`config.mk`:
```
export PLATFORM = sky130hd
export DESIGN_NAME = group_packer
export DESIGN_NICKNAME = d
export VERILOG_FILES = /design/src/rtl/group_packer.sv
export SDC_FILE = /design/constraint.sdc
export NUM_CORES = 1
export LEC_CHECK = 0
export ABC_CLOCK_PERIOD_IN_PS = 4450
export BUFFER_PORTS_ARGS = -buffer_cell sky130_fd_sc_hd__buf_2
export CELL_PAD_IN_SITES_DETAIL_PLACEMENT = 1
export CELL_PAD_IN_SITES_GLOBAL_PLACEMENT = 1
export CORE_UTILIZATION = 46
export CTS_CLUSTER_DIAMETER = 60
export DETAILED_ROUTE_END_ITERATION = 16
export PLACE_DENSITY = 0.87
export SLEW_MARGIN = 20
export SYNTH_ARGS = -nofsm -noshare
export SYNTH_HDL_FRONTEND = slang
export SYNTH_SLANG_ARGS = --single-unit
```
`constraint.sdc`:
```
create_clock -name clk -period 4.45 [get_ports clk]
set_clock_uncertainty 0.15 [all_clocks]
set_input_delay 0 -clock clk [delete_from_list [all_inputs] [get_ports clk]]
set_output_delay 0 -clock clk [all_outputs]
set_load 0.05 [all_outputs]
```
`src/rtl/group_packer.sv`:
```
// Purpose : packs single DATA_WIDTH items into GROUP_SIZE-wide groups, zero-padding the last group of each iteration.
// Latency : the item that completes a group is accepted in cycle t; the group can leave in t+1, or in t+2 when the output register is held.
// Backpress: two group registers (pack + output); avail_out drops only when both are full, and valid_out fires only while avail_in=1.
//
// Ports:
//   clk, rst (async, active low)
//   configure / num_iters / num_items_per_iter : one-cycle run load; also aborts a run in progress
//   data_in / valid_in / avail_out             : item input, accepted when valid_in & avail_out
//   data_out / valid_out / avail_in            : group output, slot 0 in the low bits; transfer = valid_out
//   done                                       : pulses with the last transfer of the run (or one cycle after a zero-count configure)
// Build option GROUP_PACKER_STATS_EN adds the groups_sent / items_dropped counters and ports.
module group_packer #(
   parameter int GROUP_SIZE             = 8,
   parameter int DATA_WIDTH             = 8,
   parameter int LOG_MAX_ITERS          = 16,
   parameter int LOG_MAX_ITEMS_PER_ITER = 16
) (
   input  logic                              clk,
   input  logic                              rst,
   input  logic                              configure,
   input  logic [LOG_MAX_ITERS-1:0]          num_iters,
   input  logic [LOG_MAX_ITEMS_PER_ITER-1:0] num_items_per_iter,
   input  logic [DATA_WIDTH-1:0]             data_in,
   input  logic                              valid_in,
   output logic                              avail_out,
   output logic [GROUP_SIZE*DATA_WIDTH-1:0]  data_out,
   output logic                              valid_out,
   input  logic                              avail_in,
   output logic                              done
`ifdef GROUP_PACKER_STATS_EN
   ,
   output logic [31:0]                       groups_sent,
   output logic [15:0]                       items_dropped
`endif
);

   localparam int GW = GROUP_SIZE * DATA_WIDTH;
   localparam int SW = $clog2(GROUP_SIZE);

   typedef enum logic [1:0] {IDLE, PACK, FLUSH} state_t;

   state_t                            state_q, state_d;
   logic [LOG_MAX_ITERS-1:0]          iters_left_q, iters_left_d;
   logic [LOG_MAX_ITEMS_PER_ITER-1:0] items_left_q, items_left_d;
   logic [LOG_MAX_ITEMS_PER_ITER-1:0] items_copy_q, items_copy_d;
   logic [SW-1:0]                     slot_idx_q, slot_idx_d;
   logic [GW-1:0]                     pack_q, pack_d;
   logic                              pack_full_q, pack_full_d;
   logic [GW-1:0]                     out_q, out_d;
   logic                              out_valid_q, out_valid_d;
   logic                              zero_cfg_q, zero_cfg_d;

   logic          cfg_ok;
   logic          accept;
   logic          last_item;
   logic          grp_done;
   logic          out_free;
   logic          final_xfer;
   logic [GW-1:0] grp_data;

   assign cfg_ok = (num_iters != '0) && (num_items_per_iter != '0);

   // ---------------- state register ----------------
   always_ff @(posedge clk or negedge rst) begin
      if (!rst) begin
         state_q      <= IDLE;
         iters_left_q <= '0;
         items_left_q <= '0;
         items_copy_q <= '0;
         slot_idx_q   <= '0;
         pack_q       <= '0;
         pack_full_q  <= 1'b0;
         out_q        <= '0;
         out_valid_q  <= 1'b0;
         zero_cfg_q   <= 1'b0;
      end else begin
         state_q      <= state_d;
         iters_left_q <= iters_left_d;
         items_left_q <= items_left_d;
         items_copy_q <= items_copy_d;
         slot_idx_q   <= slot_idx_d;
         pack_q       <= pack_d;
         pack_full_q  <= pack_full_d;
         out_q        <= out_d;
         out_valid_q  <= out_valid_d;
         zero_cfg_q   <= zero_cfg_d;
      end
   end

   // ---------------- outputs ----------------
   always_comb begin
      avail_out  = (state_q == PACK) && !configure && !pack_full_q;
      // A configure cycle discards the held group, so it must not be offered.
      valid_out  = out_valid_q && avail_in && !configure;
      // Last group of the run: nothing left behind it in the pack register.
      final_xfer = (state_q == FLUSH) && valid_out && !pack_full_q;
      done       = final_xfer || zero_cfg_q;
      data_out   = out_q;
   end

   // ---------------- next state ----------------
   always_comb begin
      state_d = state_q;
      if (configure) begin
         state_d = cfg_ok ? PACK : IDLE;
      end else begin
         unique case (state_q)
            PACK:    if (accept && last_item && iters_left_q <= LOG_MAX_ITERS'(1)) state_d = FLUSH;
            FLUSH:   if (final_xfer) state_d = IDLE;
            default: state_d = state_q;
         endcase
      end
   end

   // ---------------- datapath ----------------
   always_comb begin
      accept    = valid_in && avail_out;
      last_item = (items_left_q == LOG_MAX_ITEMS_PER_ITER'(1));
      grp_done  = accept && ((slot_idx_q == SW'(GROUP_SIZE - 1)) || last_item);
      // Output register can take a new group if empty or emptying this cycle.
      out_free  = !out_valid_q || valid_out;

      grp_data = pack_q;
      grp_data[int'(slot_idx_q)*DATA_WIDTH +: DATA_WIDTH] = data_in;
      if (grp_done) begin
         for (int i = 0; i < GROUP_SIZE; i++) begin
            if (i > int'(slot_idx_q)) grp_data[i*DATA_WIDTH +: DATA_WIDTH] = '0;
         end
      end

      iters_left_d = iters_left_q;
      items_left_d = items_left_q;
      items_copy_d = items_copy_q;
      slot_idx_d   = slot_idx_q;
      pack_d       = pack_q;
      pack_full_d  = pack_full_q;
      out_d        = out_q;
      out_valid_d  = out_valid_q;
      zero_cfg_d   = configure && !cfg_ok;

      if (configure) begin
         iters_left_d = num_iters;
         items_left_d = num_items_per_iter;
         items_copy_d = num_items_per_iter;
         slot_idx_d   = '0;
         pack_d       = '0;
         pack_full_d  = 1'b0;
         out_valid_d  = 1'b0;
      end else begin
         if (valid_out) out_valid_d = 1'b0;

         if (pack_full_q && out_free) begin
            out_d       = pack_q;
            out_valid_d = 1'b1;
            pack_full_d = 1'b0;
         end

         // accept implies pack register empty, so it never collides with the move above.
         if (accept) begin
            pack_d       = grp_data;
            items_left_d = items_left_q - 1'b1;
            slot_idx_d   = slot_idx_q + 1'b1;
            if (grp_done) begin
               slot_idx_d = '0;
               // Completed group skips the pack stage when the output slot is free.
               if (out_free) begin
                  out_d       = grp_data;
                  out_valid_d = 1'b1;
               end else begin
                  pack_full_d = 1'b1;
               end
            end
            if (last_item && iters_left_q > LOG_MAX_ITERS'(1)) begin
               iters_left_d = iters_left_q - 1'b1;
               items_left_d = items_copy_q;
            end
         end
      end
   end

`ifdef GROUP_PACKER_STATS_EN
   logic [31:0] groups_sent_q, groups_sent_d;
   logic [15:0] items_dropped_q, items_dropped_d;

   always_comb begin
      groups_sent_d   = groups_sent_q;
      items_dropped_d = items_dropped_q;
      if (configure) begin
         groups_sent_d   = '0;
         items_dropped_d = '0;
      end else begin
         if (valid_out) groups_sent_d = groups_sent_q + 32'd1;
         if (valid_in && !avail_out && (state_q != IDLE) && (items_dropped_q != 16'hFFFF))
            items_dropped_d = items_dropped_q + 16'd1;
      end
   end

   always_ff @(posedge clk or negedge rst) begin
      if (!rst) begin
         groups_sent_q   <= '0;
         items_dropped_q <= '0;
      end else begin
         groups_sent_q   <= groups_sent_d;
         items_dropped_q <= items_dropped_d;
      end
   end

   assign groups_sent   = groups_sent_q;
   assign items_dropped = items_dropped_q;
`endif

endmodule

```
Word-level counts from Yosys, hierarchy flattened
Cells that the tools add are included.
{"block": "word_totals", "register_bits": 184, "wordCells": 99}
{"block": "classes", "add_sub_neg": 4, "magnitude_cmp": 9, "n_eq_ne": 6, "shift": 2, "mux": 40, "n_reduce_logical": 28}
{"operator": "$mux 64", "n": 6}
{"operator": "$mux 16", "n": 6}
{"operator": "$bwmux 64", "n": 1}
{"operator": "$shift 8x33->64 const A", "n": 1}
{"operator": "$shiftx 8x33->64", "n": 1}
{"operator": "$mux 56", "n": 1}
{"operator": "$mux 8", "n": 7}
{"operator": "$neg 6->33", "n": 1}
{"operator": "$reduce_bool 16->1", "n": 2}
{"operator": "$sub 16x1->16 const B", "n": 2}
{"operator": "$eq 16x1->1 const B", "n": 1}
{"operator": "$gt 16x1->1 const B", "n": 1}
{"operator": "$le 16x1->1 const B", "n": 1}
{"operator": "$logic_and 1x1->1", "n": 14}
{"operator": "$gt 3x3->1 const A", "n": 4}
{"operator": "$mux 1", "n": 12}
{"operator": "$mux 3", "n": 3}
{"operator": "$gt 2x3->1 const A", "n": 2}
{"operator": "$mux 2", "n": 3}
{"operator": "$logic_not 1->1", "n": 4}
{"operator": "$pmux 2 s2", "n": 1}
{"operator": "$reduce_bool 2->1", "n": 2}
{"operator": "$add 3x1->3 const B", "n": 1}
{"operator": "$eq 3x3->1 const B", "n": 1}
{"operator": "other kinds (9)", "n": 11}

Longest topological paths before layout
{"block": "depth", "ltp_word": 9, "mapped_depth": 11, "ltp_nobuf": 8}

Worst setup path before layout
OpenSTA, ideal clock, no wires.
{"block": "synth_path", "path_kind": "reg-to-reg", "startpoint": "register slot_idx_q[0]", "endpoint": "register pack_q[32]", "setup_time_ps": 67, "arrival_ps": 3044, "required_ps": 4233, "setup_slack_ps": 1189, "path_stages_with_launch": 12, "synth_period_minus_slack_ps": 3261, "path_cell_list": "dfrtp_1 -> clkbuf_1 -> inv_1 -> ha_1 -> ha_1 -> clkbuf_1 -> or4b_2 -> a21oi_1 -> buf_2 -> nand2_1 -> nor2_1 -> a22o_1"}
{"block": "synth_between", "elab_chain_cells": 7, "word_cells_on_any_way": 12, "cone_classes": "add/sub: 1; order compare: 1; eq/ne: 1; shift: 2; mux: 5; reduce/logical: 2"}
{"element": "start, declared", "line": "46", "text": "logic [SW-1:0] slot_idx_q, slot_idx_d;"}
{"element": "start signal, assigned", "line": "81", "text": "slot_idx_q <= slot_idx_d;"}
{"element": "$neg 6->33", "line": "124", "text": "grp_data[int'(slot_idx_q)*DATA_WIDTH +: DATA_WIDTH] = data_in;"}
{"element": "$shiftx 8x33->64 / $shift 8x33->64 (equally long branches)", "line": "124"}
{"element": "$bwmux 64", "line": "124"}
{"element": "$mux 8", "line": "127", "text": "if (i > int'(slot_idx_q)) grp_data[i*DATA_WIDTH +: DATA_WIDTH] = '0;"}
{"element": "$mux 56 *", "line": "125", "text": "if (grp_done) begin"}
{"element": "$mux 64 *", "line": "159", "text": "if (accept) begin"}
{"element": "$mux 64 *", "line": "141", "text": "if (configure) begin"}
{"element": "end signal, assigned", "line": "82", "text": "pack_q <= pack_d;"}
{"element": "end, declared", "line": "47", "text": "logic [GW-1:0] pack_q, pack_d;"}
Mark *: on every way between the ends. The rest lies on a longest branch, timed or not. The select of a mux whose other input is x is not followed.
A chain may end at the register's enable or synchronous reset.

Worst setup path in the final report
{"block": "layout_path", "startpoint": "register slot_idx_q[0]", "endpoint": "register pack_q[33]"}
The elaborated chain is that of the path after synthesis.

==> results.yml <==
floorplan:
  rows: 52
  ios: 112
  die-height_um: 145.4
  coreArea_sq_um: 20230
  start_util_pct: 46.78
  dieArea_sq_um: 21150
  die_x_um: 145.4
pwr:
  p_int_uw: 2810
  power_frac_seq_pct: 47.1
  power_per_cell_area_nw_per_um2: 337.9
  swShare_pct: 26.09
  p_comb_share_pct: 11.5
  irDropWorstVdd_mv: 0.3022
  power.switching_uw: 992.0
  clock_power_share_pct: 41.4
  p_leak_uw: 0.004947
placed_design:
  gp_congestion: 0.8199
  dp_hpwl_mm: 19.00
  place_ws_ps: 1004
  port_buffers: 111
  placed_cell_area_sq_um: 10240
setup_path:
  worstRegToRegCells: 10
  cp_top_family: "simple AND/OR/NAND/NOR gates"
  cp.depth: 10
  path_max_fanout: 19
  path_buf_inv: 3
  crit_required_ps: 4670
  startpoint_type: "flip-flop"
  path_cells: "buf_4, inv_1, ha_1, ha_1, or4b_2, a21oi_1, buf_4, nand2_1, nor2_1, a22o_1"
  crit_type: "reg -> reg"
  critical-path-slowest-cell: "or4b_2"
  endpoint_kind: "flip-flop"
  worstPathArrival_ps: 3760
  critPathMaxStageDelay_ps: 610
route:
  drc: 0
  drtAntennaViolNets: 0
  drt-initial-drc-count: 651
  wl_mm: 30.17
  route.detailed.wl_per_inst_um: 22.88
  avgViaCountPerCell: 6.409
  drt_first_pass_iters: 9
  vias: 8454
sta:
  fin_setup_tns_ps: 0
  rsz0062_at_grt: "no"
  fmaxAchievable_mhz: 282.5
  worst_pin_slew_ps: 1136
  setup_ws_ps: 910.7
  maxSlewHeadroom_pct: 23.79
  finalMaxSlewViolations: 0
  layout_min_cycle_time_ps: 3539
  fin_crit_sh_pct: 79.53
  hold_ws_ps: 77.52
  setup_viol: 0
  final_hold_viol_count: 0
clock_tree:
  cts.clk_slew.worst_paths_ps: 60
  cts.path.max_buffers: 2
  insertion_delay_ps: 440
  clockRootBuffer: "clkbuf_16"
  cts_made_buffers: 17
  tritoncts: "done"
  cts.sinks: 184
  ctsResizeCount: 0
  h-tree-depth: 4
global_routing:
  grt_max_degree: 102
  track_usage_pct: 29.43
  antenna_found_initial: 0
  grt_pass1_wl_mm: 49.41
  grt_pass1_vias: 9021
  grt_overflow: 0
yosys:
  synthesis.nets: 980
  netlist_area_sq_um: 9465
  synth_top_area_share_pct: 48.65
  async_flop_share_pct: 100.0
  yosys.area.top_type: "dfrtp_1"
  yosysSeqAreaShare_pct: 48.65
  synth_seq_cells: 184
  yosys_most_used_dff: "dfrtp_1"
  synthCells: 923
  synth.avg_cell_area_sq_um: 10.25
  ys_top_cells_by_area: "dfrtp_1, o221a_2, mux2i_1, o21ai_0, nand2_1"
  yosysWarnings: 0
  yosysUniqueCellTypes: 70
  synth-edff-count: 0
layout:
  syn_to_final_growth_pct: 18.85
  nets: 1096
  nFillCells: 2208
  drive_above_1_share_pct: 22.40
  n_antenna_cell: 0
  finalInstanceArea_sq_um: 11250
  final_util_pct: 55.60
  layout_commonest_cell: "dfrtp_1"
  final_cell_mix: "dfrtp_1, buf_2, o21ai_0, nand2_1, nand3_1"
run:
  cap_violations: 0
hold_path:
  min_path_type: "in -> reg"
  hold_depth: 6
status:
  status: "complete, no violations"
logic make-up after synthesis:
logic type      synth area share [%]
compound gates                 24.88
xor+xnor                       1.110
fa+ha+maj                      1.586
buf+inv                        4.137
flops                          48.65
mux                            5.737
simple gates                   13.91
cell usage after synthesis (5+ instances only):
library cell	n
a21o_1	14
a21oi_1	43
a22o_1	17
a22oi_1	14
a31oi_1	13
a32o_1	11
and3_1	9
buf_1	9
buf_2	13
clkbuf_1	53
dfrtp_1	184
ha_1	12
inv_1	22
mux2_2	10
mux2i_1	43
nand2_1	67
nand3_1	45
nand4_1	7
nor2_1	27
nor2b_1	5
nor3_1	8
nor3b_1	6
nor4_1	15
o21ai_0	78
o21ai_1	5
o221a_2	41
o22ai_1	23
o2bb2ai_1	23
o311ai_0	7
o31ai_1	7
or3_1	15
or4_1	6
xor2_1	10
timing repair:
| action | 4_1_cts | 5_1_grt |
|---|---|---|
| hold buffers | 42 | 0 |
| setup buffers | 0 | 0 |
| endpoints found under the hold margin | 225 | 0 |
| setup endpoints to repair | 0 | 0 |
stage by stage:
step                      total power, uW  std cells
after floorplan                      2051        923
after global placement               2197       1248
after detailed placement             2216       1248
after CTS                            3803       1319
after global routing                 3927       1319
final                                3802       1319
metal layers:
metal | share of wire, % | track usage [%] | vias to the layer above
li1 | - | - | 3758
met1 | 43 | 37.55 | 4336
met2 | 50 | 50.31 | 297
met3 | 5.2 | 5.549 | 63
met4 | 2.3 | 9.947 | 0
met5 | 0 | 0 | -
final timing paths:
path | slack (ps) | endpoint | start
min reg2reg | 340 | pack_q[60] | pack_q[60]
min | 80 | iters_left_q[14] | valid_in
min in group asynchronous | 100 | data_out[32] | rst
max | 910 | pack_q[33] | slot_idx_q[0]
max in group asynchronous | 2870 | items_left_q[10] | rst
max reg2reg | 910 | pack_q[33] | slot_idx_q[0]
cell type report:
cell class                 count  area, sq um  share of cell area, %
clock inverter                10        155.1                  1.379
timing repair buffer         173         1132                  10.07
multi-input combinational    641         4504                  40.04
inverter                      22        82.58                 0.7341
tap                          270        337.8                  3.003
sequential                   184         4604                  40.93
clock buffer                  19        432.9                  3.848
worst reg2reg max path, stage by stage, from the launching register on:
cell and delay [ps]:
dfrtp_1 460, buf_4 260, inv_1 110, ha_1 240, ha_1 480, or4b_2 610
a21oi_1 150, buf_4 240, nand2_1 80, nor2_1 450, a22o_1 240
power by group through the flow:
| stage | Clock [uW] | Sequential [uW] | Combinational, uW |
|---|---|---|---|
| final | 1580 | 1790 | 436 |
| after global routing | 1650 | 1800 | 476 |
| after CTS | 1580 | 1790 | 430 |
| after detailed placement | 0 | 1820 | 398 |
| after global placement | 0 | 1810 | 382 |
| after floorplan | 0 | 1810 | 243 |
sequential cells by signal (all words and copies together) (netlist names):
register / flops
state_q: 2
data_out: 64
items_copy_q: 16
pack_full_q: 1
out_valid_q: 1
pack_q: 64
items_left_q: 16
iters_left_q: 16
zero_cfg_q: 1
slot_idx_q: 3
(Power assumes the default switching activity.)
